**config.mk**
```make
export PLATFORM = sky130hd
export DESIGN_NAME = mem_port_arbiter
export DESIGN_NICKNAME = d
export VERILOG_FILES = /design/src/rtl/mem_port_arbiter.sv
export SDC_FILE = /design/constraint.sdc
export NUM_CORES = 1
export LEC_CHECK = 0
export BUFFER_PORTS_ARGS = -buffer_cell sky130_fd_sc_hd__clkbuf_2
export CORE_ASPECT_RATIO = 0.7
export CORE_MARGIN = 3
export CORE_UTILIZATION = 51
export DETAILED_ROUTE_END_ITERATION = 8
export HOLD_SLACK_MARGIN = 0.08
export PLACE_DENSITY = 0.89
export SKIP_CTS_REPAIR_TIMING = 1
export SYNTH_ARGS = -nofsm -noshare
export SYNTH_HDL_FRONTEND = slang
export SYNTH_SLANG_ARGS = --single-unit
```
**constraint.sdc**
```tcl
create_clock -name clk -period 5.9 [get_ports clk]
set_input_delay 0.295 -clock clk [delete_from_list [all_inputs] [get_ports clk]]
set_output_delay 0.295 -clock clk [all_outputs]
set_load 0.01 [all_outputs]
```
**src/rtl/mem_port_arbiter.sv**
```systemverilog
// mem_port_arbiter: round-robin arbiter sharing one memory port between an instruction-fetch and an execute requester
module mem_port_arbiter #(
  parameter int byte_size      = 8,
  parameter int width          = 4 * byte_size,
  parameter int address_size   = 16,
  parameter int timeout_cycles = 255
) (
  input  logic                    clk,
  input  logic                    reset,
  input  logic                    start_0,
  input  logic [address_size-1:0] address_0,
  output logic                    ready_0,
  output logic [width-1:0]        data_out_0,
  input  logic                    start_1,
  input  logic                    write_1,
  input  logic [address_size-1:0] address_1,
  input  logic [width-1:0]        data_in_1,
  output logic                    ready_1,
  output logic [width-1:0]        data_out_1,
  output logic                    start_for_memory,
  output logic                    write_for_memory,
  output logic [address_size-1:0] address_for_memory,
  output logic [width-1:0]        data_for_memory,
  input  logic [width-1:0]        data_from_memory,
  input  logic                    ready_from_memory,
  output logic [1:0]              grant,
  output logic                    busy,
  output logic                    error
);
  typedef enum logic [1:0] {IDLE, ISSUE, WAIT, DONE} state_t;
  localparam logic [7:0] wait_last = 8'(timeout_cycles - 1);
  state_t     state;
  logic [7:0] wait_cnt;
  logic       last_grant;
  logic       pick_1;
  logic       wait_end;
  // requester 1 wins when alone, or on a tie when requester 0 was served last
  assign pick_1   = start_1 & (~start_0 | ~last_grant);
  assign wait_end = ready_from_memory | (wait_cnt == wait_last);
  always_ff @(posedge clk or posedge reset) begin
    if (reset) begin
      state              <= IDLE;
      wait_cnt           <= '0;
      last_grant         <= 1'b1;
      ready_0            <= 1'b0;
      ready_1            <= 1'b0;
      data_out_0         <= '0;
      data_out_1         <= '0;
      start_for_memory   <= 1'b0;
      write_for_memory   <= 1'b0;
      address_for_memory <= '0;
      data_for_memory    <= '0;
      grant              <= '0;
      busy               <= 1'b0;
      error              <= 1'b0;
    end else begin
      start_for_memory <= 1'b0;
      ready_0          <= 1'b0;
      ready_1          <= 1'b0;
      error            <= 1'b0;
      case (state)
        IDLE: if (start_0 | start_1) begin
          state              <= ISSUE;
          busy               <= 1'b1;
          grant              <= pick_1 ? 2'b10 : 2'b01;
          start_for_memory   <= 1'b1;
          address_for_memory <= pick_1 ? address_1 : address_0;
          write_for_memory   <= pick_1 & write_1;
          data_for_memory    <= pick_1 ? data_in_1 : '0;
        end
        ISSUE: state <= WAIT;
        WAIT: if (wait_end) begin
          state    <= DONE;
          wait_cnt <= '0;
          ready_0  <= grant[0];
          ready_1  <= grant[1];
          error    <= ~ready_from_memory;
          if (ready_from_memory & ~write_for_memory & grant[0]) data_out_0 <= data_from_memory;
          if (ready_from_memory & ~write_for_memory & grant[1]) data_out_1 <= data_from_memory;
        end else begin
          wait_cnt <= wait_cnt + 8'd1;
        end
        DONE: begin
          state              <= IDLE;
          busy               <= 1'b0;
          last_grant         <= grant[1];
          grant              <= '0;
          write_for_memory   <= 1'b0;
          address_for_memory <= '0;
          data_for_memory    <= '0;
        end
        default: state <= IDLE;
      endcase
    end
  end
endmodule
```
Word-level counts from Yosys, hierarchy flattened
Index checks and enable logic that the tools add are counted.
{"block": "word_totals", "regBits": 131, "inputBits": 102}
{"block": "op_classes", "add_sub_neg": 1, "eq_ne": 6, "muxes": 25, "n_bitwise": 12, "reduce_logical": 6}
{"op": "$mux W32", "n": 2}
{"op": "$pmux W32 S2", "n": 1}
{"op": "$mux W16", "n": 2}
{"op": "$pmux W16 S2", "n": 1}
{"op": "$mux W1", "n": 10}
{"op": "$add A8 B1 Y8 const B", "n": 1}
{"op": "$eq A8 B8 Y1 const B", "n": 1}
{"op": "$mux W2", "n": 4}
{"op": "$mux W8", "n": 1}
{"op": "$pmux W2 S4", "n": 1}
{"op": "$reduce_and A3 Y1", "n": 2}
{"op": "$and A1 B1 Y1", "n": 5}
{"op": "$eq A2 B2 Y1 const B", "n": 2}
{"op": "$ne A2 B2 Y1 const B", "n": 2}
{"op": "$not A1 Y1", "n": 4}
{"op": "$pmux W1 S2", "n": 2}
{"op": "$pmux W2 S2", "n": 1}
{"op": "$reduce_and A2 Y1", "n": 2}
{"op": "$or A1 B1 Y1", "n": 3}
{"op": "$eq A2 B1 Y1 const B", "n": 1}
{"op": "$logic_not A2 Y1", "n": 1}
{"op": "$reduce_bool A2 Y1", "n": 1}

Logic depth before layout (Yosys ltp)
Gate-level depths: netlist (run 1).
{"block": "depth", "word_depth": 6, "ltp_mapped": 7}

Worst setup path before layout (run 1)
OpenSTA, ideal clock, no wires.
{"block": "synth_path", "kind": "register -> register", "start": "register state[0]", "end": "register data_out_1[23]", "setup_time_ps": 127, "arrival_time_ps": 1512, "required_ps": 5773, "setup_slack_ps": 4260, "stages_incl_launch_ff": 7, "n_path_buf": 1, "path_cell_list": "dfrtp_1 -> inv_1 -> ha_1 -> and3b_1 -> nand2_2 -> buf_6 -> mux2_1"}
{"block": "synth_between", "elab_chain_cells": 2}
{"element": "from (decl)", "line": "32", "source": "state_t state;"}
{"element": "from (signal assigned)", "line": "42", "source": "state <= IDLE;"}
{"element": "from (signal assigned)", "line": "63", "source": "state <= ISSUE;"}
{"element": "from (signal assigned)", "line": "71", "source": "ISSUE: state <= WAIT;"}
{"element": "$eq A2 B2 Y1", "line": "61", "source": "case (state)"}
{"element": "$reduce_and A3 Y1 (no line)"}
{"element": "to (signal assigned)", "line": "79", "source": "if (ready_from_memory & ~write_for_memory & grant[1]) data_out_1 <= data_from_memory;"}
{"element": "to (decl)", "line": "19", "source": "output logic [width-1:0] data_out_1,"}
No other way between the ends.
A chain may end at the register's enable or synchronous reset.

Worst setup path in the final report (run 1)
{"block": "layout_path", "start": "register state[0]", "end": "register data_out_1[24]"}
The elaborated chain is that of the path after synthesis.

==> results.md, run 1 <==
* Synthesized Nets at 457
* Final Max Tran Viols at 0
* Routability congestion estimate at 0.850
* Met2 Routed Length at 6410 microns
* Critical path data arrival time at 2.71 ns
* Avg Cell Area, Syn at 14.9 sq um
* Share of the synthesized area in the top cell type at 62.5%
* Clock-pin transition on the worst setup and hold timing paths at 0.06 ns
* Most common cell in the netlist: dfrtp_1
* Core area at 0.00983 sq mm
* Vias in the first global route at 4136
* Worst slew margin at 14.1%
* DP Area at 0.00634 sq mm
* Worst-path cell with the longest stage delay: mux2_1
* Hold crit path type: input port to register
* Layout Cells excl Fill at 712
* Post-DP HPWL at 9130 microns
* CTS Sinks at 131
* Clk buf depth at 2
* Leading area contributor after synthesis: dfrtp_1
* CP Capture Type: register
* Vias at 3838
* Synth top area cells: dfrtp_1 62%, mux2_2 12%, a22o_1 5.6%
* Primary FF master, synth: dfrtp_1
* Skew-Pair Late Insertion Delay at 0.41 ns
* N_diodes at 0
* Max VDD drop at 0.394 mV
* DR iter-0 viols at 270
* First-pass GRT wire length at 21000 microns
* Ys async rst share at 100%
* DR pass1 iterations at 4
* Area delta synth->final at 35.6%
* Metal3 WL at 714 microns
* Max_cap viols at 0
* Cts bufs inserted at 17
* Total die area at 0.0115 sq mm
* Fraction of layout cells with a size suffix above 1 at 54.6%
* Leak pwr at 3.73 nW
* Worst-path fanout max at 32
* Worst Path Buf+Inv at 1
* DR DRC count at 0
* Routed length on met1 at 5360 microns
* Placed cells at 679
* Number of flops mapped to enable cells by yosys at 0
* Seq/Total Area, Yosys at 63.0%
* Pin count of the biggest net entering global routing at 72
* Final wirelength at 12800 microns
* Port bufs at 221
* Kind of critical path: register to register
* Chip width at 127 microns
* Post-Syn Instances at 349
* Startpoint Class: register
* Synth warnings at 0
* Unrepaired setup endpoints after global routing: no
* CP peak stage delay at 0.51 ns
* Outcome: completed
* Grt ovf at 0
* Clk root buf: clkbuf_16
* Clock Skews at 0.0126 ns
* Nets@finish at 679
* H-tree depth at 4
* Wire length per cell at 18.0 microns
* # IOs at 222
* Fin area at 0.00706 sq mm
* Final Cycle Share at 41.1%
* Critical path cell sequence: inv_1 -> ha_1 -> and3b_1 -> nand2_2 -> mux2_1
* Final setup violation count at 0
* Setup TNS at 0 ns
* Upper clock frequency limit at 0.412 GHz
* Die height at 90.5 microns
* Crit path max-delay family: simple AND/OR/NAND/NOR gates
* DR top layer: met4
* Initial antenna violation count at 0
* Cell Rows at 30
* CTS tree: done
* Starting Density at 53.0%
* Power Dens Cells at 576 mW/mm^2
* Final hold vios at 0
* Antenna Nets Post-Route at 0
* Unique masters post-synth at 42
* Req. time, crit path at 6.18 ns
* Filler Cells Inserted at 697
* Post-DR vias/cell at 5.39
* Period minus WS final at 2.43 ns
* GRT Total Usage at 23.1%
* Synthesized flop and latch total at 131
* Cell Area, Synth at 0.00521 sq mm
* Leading cell types by count after synthesis: 130 x dfrtp_1, 56 x mux2_2, 33 x a22o_1
* Least-Margin Pin Slew at 1.29 ns
final timing paths:
kind / start / to / slack [ns] / cells after the start
max in group asynchronous: reset / address_for_memory[6] / 4.00 / 4
max reg2reg: state[0] / data_out_1[24] / 3.47 / 5
max: state[0] / data_out_1[24] / 3.47 / 5
min: data_in_1[21] / data_for_memory[21] / 0.11 / 2
min in group asynchronous: reset / data_out_0[15] / 0.55 / 3
min reg2reg: data_out_0[13] / data_out_0[13] / 0.49 / 1
per-layer routing:
layer	up-vias	GRT usage [%]
li1	1746	-
met1	1917	29.3
met2	145	37.3
met3	30	6.56
met4	0	9.91
met5	-	0
per-stage QoR:
step	hold slack (ns)	setup WS (ns)	total power, mW	util [%]
after floorplan	0.412	2.11	2.28	-
after global placement	0.438	3.61	2.75	64.5
after detailed placement	0.459	3.48	2.83	64.5
after CTS	0.0270	3.47	4.11	71.7
after global routing	0.0933	3.33	4.30	71.8
final	0.106	3.47	4.07	71.8
sequential cells by signal (all words and copies together) (netlist names):
name and count:
wait_cnt 8, write_for_memory 1, grant 2, busy 1, state 2, ready_1 1
error 1, ready_0 1, start_for_memory 1, address_for_memory 16, last_grant 1, data_out_0 32
data_out_1 32, data_for_memory 32
placed cells by master, fill, tap and decap left out, types with 4 or more instances in the layout:
cell type and n:
a221o_1 16, a21boi_1 6, ha_1 6, mux2_2 56, inv_1 6, mux2_1 8
nand2_1 4, clkbuf_2 221, a21boi_0 10, a22o_1 33, bufinv_16 8, dfrtp_1 130
clkbuf_16 17, o21ai_0 7
power by group:
part           switching [mW]  internal (mW)  total, mW
Combinational           0.689          0.617       1.31
Sequential              0.229           1.28       1.51
Clock                   0.375          0.879       1.25
area by class of cell:
| cell class | count | area [sq um] | share of cell area (%) |
|---|---|---|---|
| clock buffer | 19 | 433 | 6.13 |
| clock inverter | 13 | 280 | 3.97 |
| inverter | 7 | 28.8 | 0.408 |
| multi-input combinational | 191 | 1760 | 24.9 |
| sequential | 131 | 3280 | 46.4 |
| tap | 128 | 160 | 2.27 |
| timing repair buffer | 223 | 1120 | 15.9 |
kinds of logic after synthesis:
group	share of synthesized area, %
mux	14.0
flops	63.0
buf+inv	3.44
xor+xnor	0.505
simple gates	3.34
fa+ha+maj	1.44
compound gates	14.3
No activity file was read; power rests on OpenSTA's default activity.
==> run 2: changes to the inputs <==
Settings changed: ABC_AREA set to 1, CORE_UTILIZATION 51 to 49, PLACE_DENSITY 0.89 to 0.85.
Clock period 5.9 ns to 2.3 ns, I/O delays scaled along.
==> run 2 against run 1 <==
Effect of this change:
- utilization is 5.8 points higher
- power grew to 2.5 times the previous value
- register-to-register slack got worse by 3.1 ns
- non-clock buffer count is 104 higher
- cell area is 18% higher
- via count up 37%
- critical path type unchanged
- largest power group unchanged
==> results.md, run 2 <==
* Outcome: completed
* DR DRC count at 0 (unchanged)
* Max VDD drop at 0.613 mV (+56%)
* GRT Max-Usage Layer: met2
* # IOs at 222 (unchanged)
* Worst R2R Start: state[0]
* Max_cap viols at 0 (unchanged)
* Unrepaired setup endpoints after global routing: no
* Vias in the first global route at 4494 (+8.7%)
* Hold Path Sink: state[1]
* Clock Skews at 0.00828 ns (-0.00428 ns)
* Primary FF master, synth: dfrtp_1
* Wire length per cell at 15.2 microns (-16%)
* Ys async rst share at 100% (unchanged)
* Total die area at 0.0127 sq mm (+10%)
* Chip width at 133 microns (+5.2%)
* Hold Path Depth at 5 (+3)
* Power Dens Cells at 1230 mW/mm^2 (+110%)
* Placed cells at 927 (+37%)
* Post-DP HPWL at 9650 microns (+5.7%)
* Leading cell types by count after synthesis: 145 x nand2_1, 130 x dfrtp_1, 81 x o21ai_1
* Synth top area cells: dfrtp_1 59%, nand2_1 9.8%, o21ai_1 7.3%
* Leak pwr at 4.47 nW (+20%)
* CP Capture Type: register
* CTS Sinks at 131 (unchanged)
* Req. time, crit path at 2.62 ns (-3.56 ns)
* Routing usage on met3 at 6.12% (-0.44 points)
* Least-Margin Pin Slew at 0.816 ns (-0.471 ns)
* Dpl ws at 0.448 ns (-3.03 ns)
* Routability congestion estimate at 0.778 (-8.4%)
* Die height at 95.1 microns (+5.1%)
* Startpoint Class: register
* Clock-pin transition on the worst setup and hold timing paths at 0.06 ns (about the same)
* Final hold vios at 0 (unchanged)
* Reg2Reg Depth at 7 (+2)
* Port bufs at 221 (unchanged)
* Period minus WS final at 1.91 ns (-0.521 ns)
* Hold_sp: start_1
* Skew-Pair Late Insertion Delay at 0.41 ns (about the same)
* Final Cycle Share at 82.9% (+42 points)
* H-tree depth at 4 (unchanged)
* Worst slew margin at 45.5% (+31 points)
* Clk buf depth at 2 (unchanged)
* Cell Area, Synth at 0.00556 sq mm (+6.8%)
* Cell Rows at 31 (+3.3%)
* Final Max Tran Viols at 0 (unchanged)
* Worst-path fanout max at 50 (+56%)
* Most frequent cells in the layout: 221 x clkbuf_2, 145 x nand2_1, 130 x dfrtp_1
* R2r endpoint: data_for_memory[3]
* Leading area contributor after synthesis: dfrtp_1
* Core area at 0.0107 sq mm (+8.9%)
* Layout Cells excl Fill at 1059 (+49%)
* Top Registers: data_for_memory (32), data_out_0 (32), data_out_1 (32)
* Avg Cell Area, Syn at 9.60 sq um (-36%)
* Seq/Total Area, Yosys at 59.0% (-4.0 points)
* Total power at 10.2 mW (+150%)
* GR Util met1 at 29.6% (+0.22 points)
* Fraction of layout cells with a size suffix above 1 at 33.0% (-22 points)
* Share of the synthesized area in the top cell type at 58.5% (-4.0 points)
* Starting Density at 51.9% (-1.0 points)
* GRT Total Usage at 21.4% (-1.7 points)
* Filler Cells Inserted at 691 (-0.86%)
* Pin count of the biggest net entering global routing at 132 (+83%)
* Kind of critical path: register to register
* DR pass1 iterations at 6 (+2)
* Synth warnings at 0 (unchanged)
* Nets@finish at 1005 (+48%)
* Final setup margin at 0.394 ns (-3.08 ns)
* Hold crit path type: input port to register
* Post-Syn Instances at 579 (+66%)
* Final wirelength at 16100 microns (+25%)
* Area delta synth->final at 49.3%
* Grt ovf at 0 (unchanged)
* Number of flops mapped to enable cells by yosys at 0 (unchanged)
* Synthesized Nets at 687 (+50%)
* Vias at 5265 (+37%)
* Commonest non-fill, non-tap cell in the layout: clkbuf_2
* Cts bufs inserted at 17 (unchanged)
* GR Util met2 at 33.6% (-3.7 points)
* Most common cell in the netlist: nand2_1
* CTS tree: done
* Clk root buf: clkbuf_16
* DR iter-0 viols at 344 (+27%)
* Post-DR vias/cell at 4.97 (-7.8%)
* Setup TNS at 0 ns (unchanged)
* Final core utilization at 77.6% (+5.8 points)
* Upper clock frequency limit at 0.525 GHz (+27%)
* Unique masters post-synth at 29 (-31%)
* Synthesized flop and latch total at 131 (unchanged)
* Reg2reg setup slack at 0.39 ns (-3.08 ns)
* Antenna Nets Post-Route at 0 (unchanged)
* Initial antenna violation count at 1 (+1)
* First-pass GRT wire length at 21800 microns (+3.8%)
* Final setup violation count at 0 (unchanged)
* Critical path data arrival time at 2.22 ns (-0.49 ns)
[run 2: cell count changes after synthesis, sizes merged, moves of 10 or more]
cell and change:
mux2 -64, o21ai +98, buf +10, nand4 +28, nor2 +10, nand3 +27, a21boi -16, nand2 +142
a22o -33, a221o -16, inv +73
[run 2: report_power, final]
| part | leakage, nW | switching [mW] | internal, mW |
|---|---|---|---|
| registers | 1.71 | 0.614 | 3.26 |
| clock network | 0.289 | 0.993 | 1.68 |
| logic | 2.47 | 2.22 | 1.43 |
[run 2: worst max path at each step]
stage | start | end | slack (ns) | cells after the start
floorplan | reset | address_for_memory[0] | 0.56 | 1
global placement | state[0] | data_out_0[24] | 0.50 | 6
detailed placement | state[0] | data_for_memory[9] | 0.45 | 7
CTS | state[0] | data_for_memory[9] | 0.43 | 7
global route | state[1] | data_for_memory[10] | 0.24 | 7
finish | state[0] | data_for_memory[3] | 0.39 | 7
[run 2: per-stage QoR]
step	hold WS (ns)	instance area, sq um
2_1_floorplan	0.245	5560
3_3_place_gp	0.336	6710
3_5_place_dp	0.344	6710
4_1_cts	-0.0951	7310
5_1_grt	0.228	8300
6_report	0.202	8300
[run 2: cells by family (layout without fill, tap and decap cells)]
| kind of cell | Yosys count | in the layout | share of synthesized area [%] |
|---|---|---|---|
| xor+xnor | 3 | 3 | 0.473 |
| simple gates | 221 | 221 | 18.3 |
| fa+ha+maj | 6 | 6 | 1.35 |
| compound gates | 109 | 109 | 11.4 |
| buf+inv | 109 | 440 | 9.50 |
| other cells | 0 | 1 | 0 |
| flops | 131 | 131 | 59.0 |
[run 2: area by class of cell]
type	instances	area, sq um	area share (%)
antenna	1	2.50	0.0301
clock buffer	20	467	5.62
clock inverter	12	129	1.55
inverter	81	313	3.77
multi-input combinational	339	1750	21.1
sequential	131	3280	39.5
tap	148	185	2.23
timing repair buffer	327	2170	26.2
[run 2: layer usage]
layer	vias to the layer above	routed length, microns
li1	2511	-
met1	2466	6650
met2	233	7980
met3	55	984
met4	0	467
met5	-	0
[run 2: worst max-delay path, cell delays in order (launching register included)]
cell and delay [ns]:
dfrtp_1 0.37, inv_1 0.08, ha_1 0.25, nor2_1 0.16, a21oi_2 0.07, inv_2 0.61, nand2_1 0.15, o21ai_1 0.13
==> run 3: changes to the inputs <==
Settings changed: ABC_AREA 1 to 0, CORE_UTILIZATION 49 to 43, PLACE_DENSITY 0.85 to 0.8.
Clock period 2.3 ns to 1.63 ns, I/O delays scaled along.
==> run 3 against run 2 <==
Effect of this change:
- the run now ends with setup timing left
- register-to-register slack got worse by 0.46 ns
- global-route usage decreased by 1.8 points
- utilization decreased by 4.2 points
- routed wire length increased by 0.40%
- clock power increased by 39%
==> results.md, run 3 (synthesis results as in run 1) <==
* Vias at 4477 (-15%)
* H-tree depth at 4 (unchanged)
* Leak pwr at 4.31 nW (-3.7%)
* Initial antenna violation count at 0 (-1)
* First-pass GRT wire length at 20900 microns (-4.5%)
* Least-Margin Pin Slew at 0.346 ns (-0.470 ns)
* Reg2reg setup slack at -0.07 ns (-0.46 ns)
* CTS Sinks at 131 (unchanged)
* Commonest non-fill, non-tap cell in the layout: clkbuf_2
* Period minus WS final at 1.70 ns (-0.209 ns)
* Max VDD drop at 0.983 mV (+60%)
* Clock-pin transition on the worst setup and hold timing paths at 0.06 ns (about the same)
* Max_cap viols at 0 (unchanged)
* Kind of critical path: register to register
* CP Capture Type: register
* Clock Skews at 0.00734 ns (-0.000947 ns)
* Grt ovf at 0 (unchanged)
* Failing checks: setup timing
* Vias in the first global route at 4043 (-10%)
* Final setup margin at -0.0674 ns (-0.461 ns)
* Cell Rows at 32 (+3.2%)
* Upper clock frequency limit at 0.589 GHz (+12%)
* Final hold vios at 0 (unchanged)
* Unrepaired setup endpoints after global routing: yes
* DR DRC count at 0 (unchanged)
* Starting Density at 45.6% (-6.3 points)
* Core area at 0.0114 sq mm (+6.6%)
* GRT Total Usage at 19.6% (-1.8 points)
* Clk root buf: clkbuf_16
* Min Hold Slack at 0.102 ns (-0.0998 ns)
* Port bufs at 221 (unchanged)
* Final Cycle Share at 104% (+21 points)
* Cts bufs inserted at 17 (unchanged)
* Post-DP HPWL at 9510 microns (-1.5%)
* CTS tree: done
* Clk buf depth at 2 (unchanged)
* N_diodes at 0 (-1)
* Worst-path fanout max at 20 (-60%)
* Post-DR vias/cell at 5.22 (+5.1%)
* DP Area at 0.00659 sq mm (-1.8%)
* Fraction of layout cells with a size suffix above 1 at 50.3% (+17 points)
* Fin area at 0.00837 sq mm (+0.81%)
* Setup TNS at -1.32 ns (-1.32 ns)
* Chip width at 138 microns (+3.2%)
* Startpoint Class: register
* Wire length per cell at 18.8 microns (+24%)
* Dpl ws at -0.107 ns (-0.555 ns)
* Worst-path cell with the longest stage delay: dfrtp_1
* Final wirelength at 16100 microns (+0.40%)
* Storage element area at 0.00328 sq mm (about the same)
* Routability congestion estimate at 0.794 (+2.0%)
* Req. time, crit path at 1.94 ns (-0.68 ns)
* Total die area at 0.0135 sq mm (+6.4%)
* Outcome: finished with violations
* Final setup violation count at 79 (+79)
* Area occupied by multi-input gates at 0.00185 sq mm (+5.3%)
* Hold crit path type: input port to register
* Top Registers: data_for_memory (32), data_out_0 (32), data_out_1 (32)
* Most frequent cells in the layout: 221 x clkbuf_2, 129 x dfrtp_1, 101 x dlygate4sd3_1
* Die height at 98.1 microns (+3.1%)
* Skew-Pair Late Insertion Delay at 0.40 ns (about the same)
* # IOs at 222 (unchanged)
* Critical path cell sequence: inv_2 -> ha_4 -> or3b_4 -> buf_12 -> or2_0 -> o211ai_1
* Antenna Nets Post-Route at 0 (unchanged)
* Nets@finish at 800 (-20%)
* Final Max Tran Viols at 0 (unchanged)
* DR iter-0 viols at 241 (-30%)
* CP peak stage delay at 0.41 ns (-0.20 ns)
* DR pass1 iterations at 5 (-1)
* Critical path data arrival time at 2.01 ns (-0.21 ns)
* Worst slew margin at 77.0% (+31 points)
* Area delta synth->final at 60.7%
* Pin count of the biggest net entering global routing at 64 (-52%)
* Filler Cells Inserted at 751 (+8.7%)
* Power Dens Cells at 1790 mW/mm^2 (+46%)
[run 3: path summary, 6_finish.rpt]
path	start	to	cells past startpoint
max reg2reg	state[0]	state[1]	6
min reg2reg	data_out_0[13]	data_out_0[13]	1
min in group asynchronous	reset	data_out_1[17]	3
max	state[0]	state[1]	6
min	start_0	busy	3
max in group asynchronous	reset	last_grant	4
[run 3: power by group]
group / switching (mW) / internal, mW / total, mW
Combinational: 2.84 / 2.91 / 5.75
Sequential: 0.894 / 4.64 / 5.53
Clock: 1.46 / 2.26 / 3.72
Total: 5.19 / 9.81 / 15.0
[run 3: cell type report]
class,instances,share of cell area (%)
sequential,131,39.2
timing repair buffer,344,29.2
multi-input combinational,191,22.0
clock buffer,17,5.08
tap,153,2.29
clock inverter,14,1.85
inverter,7,0.359
[run 3: critical path: cells and delay by family (launching register included)]
family,cells,cell delay (ns)
buf+inv,2,0.31
simple gates,2,0.62
fa+ha+maj,1,0.16
flops,1,0.41
compound gates,1,0.10
[run 3: stage by stage]
stage / total power [mW] / util, % / instances
finish: 15.0 / 73.4 / 857
CTS: 14.3 / 62.9 / 751
detailed placement: 10.5 / 57.8 / 720
global route: 15.8 / 73.4 / 857
global placement: 10.3 / 57.8 / 720
floorplan: 8.27 / - / 349
[run 3: layer usage]
layer	track usage, %	vias to the layer above	routed length (microns)
met2	31.4	214	8240
met3	5.05	32	988
li1	-	1990	-
met1	25.9	2241	6590
met5	0	-	0
met4	6.60	0	333
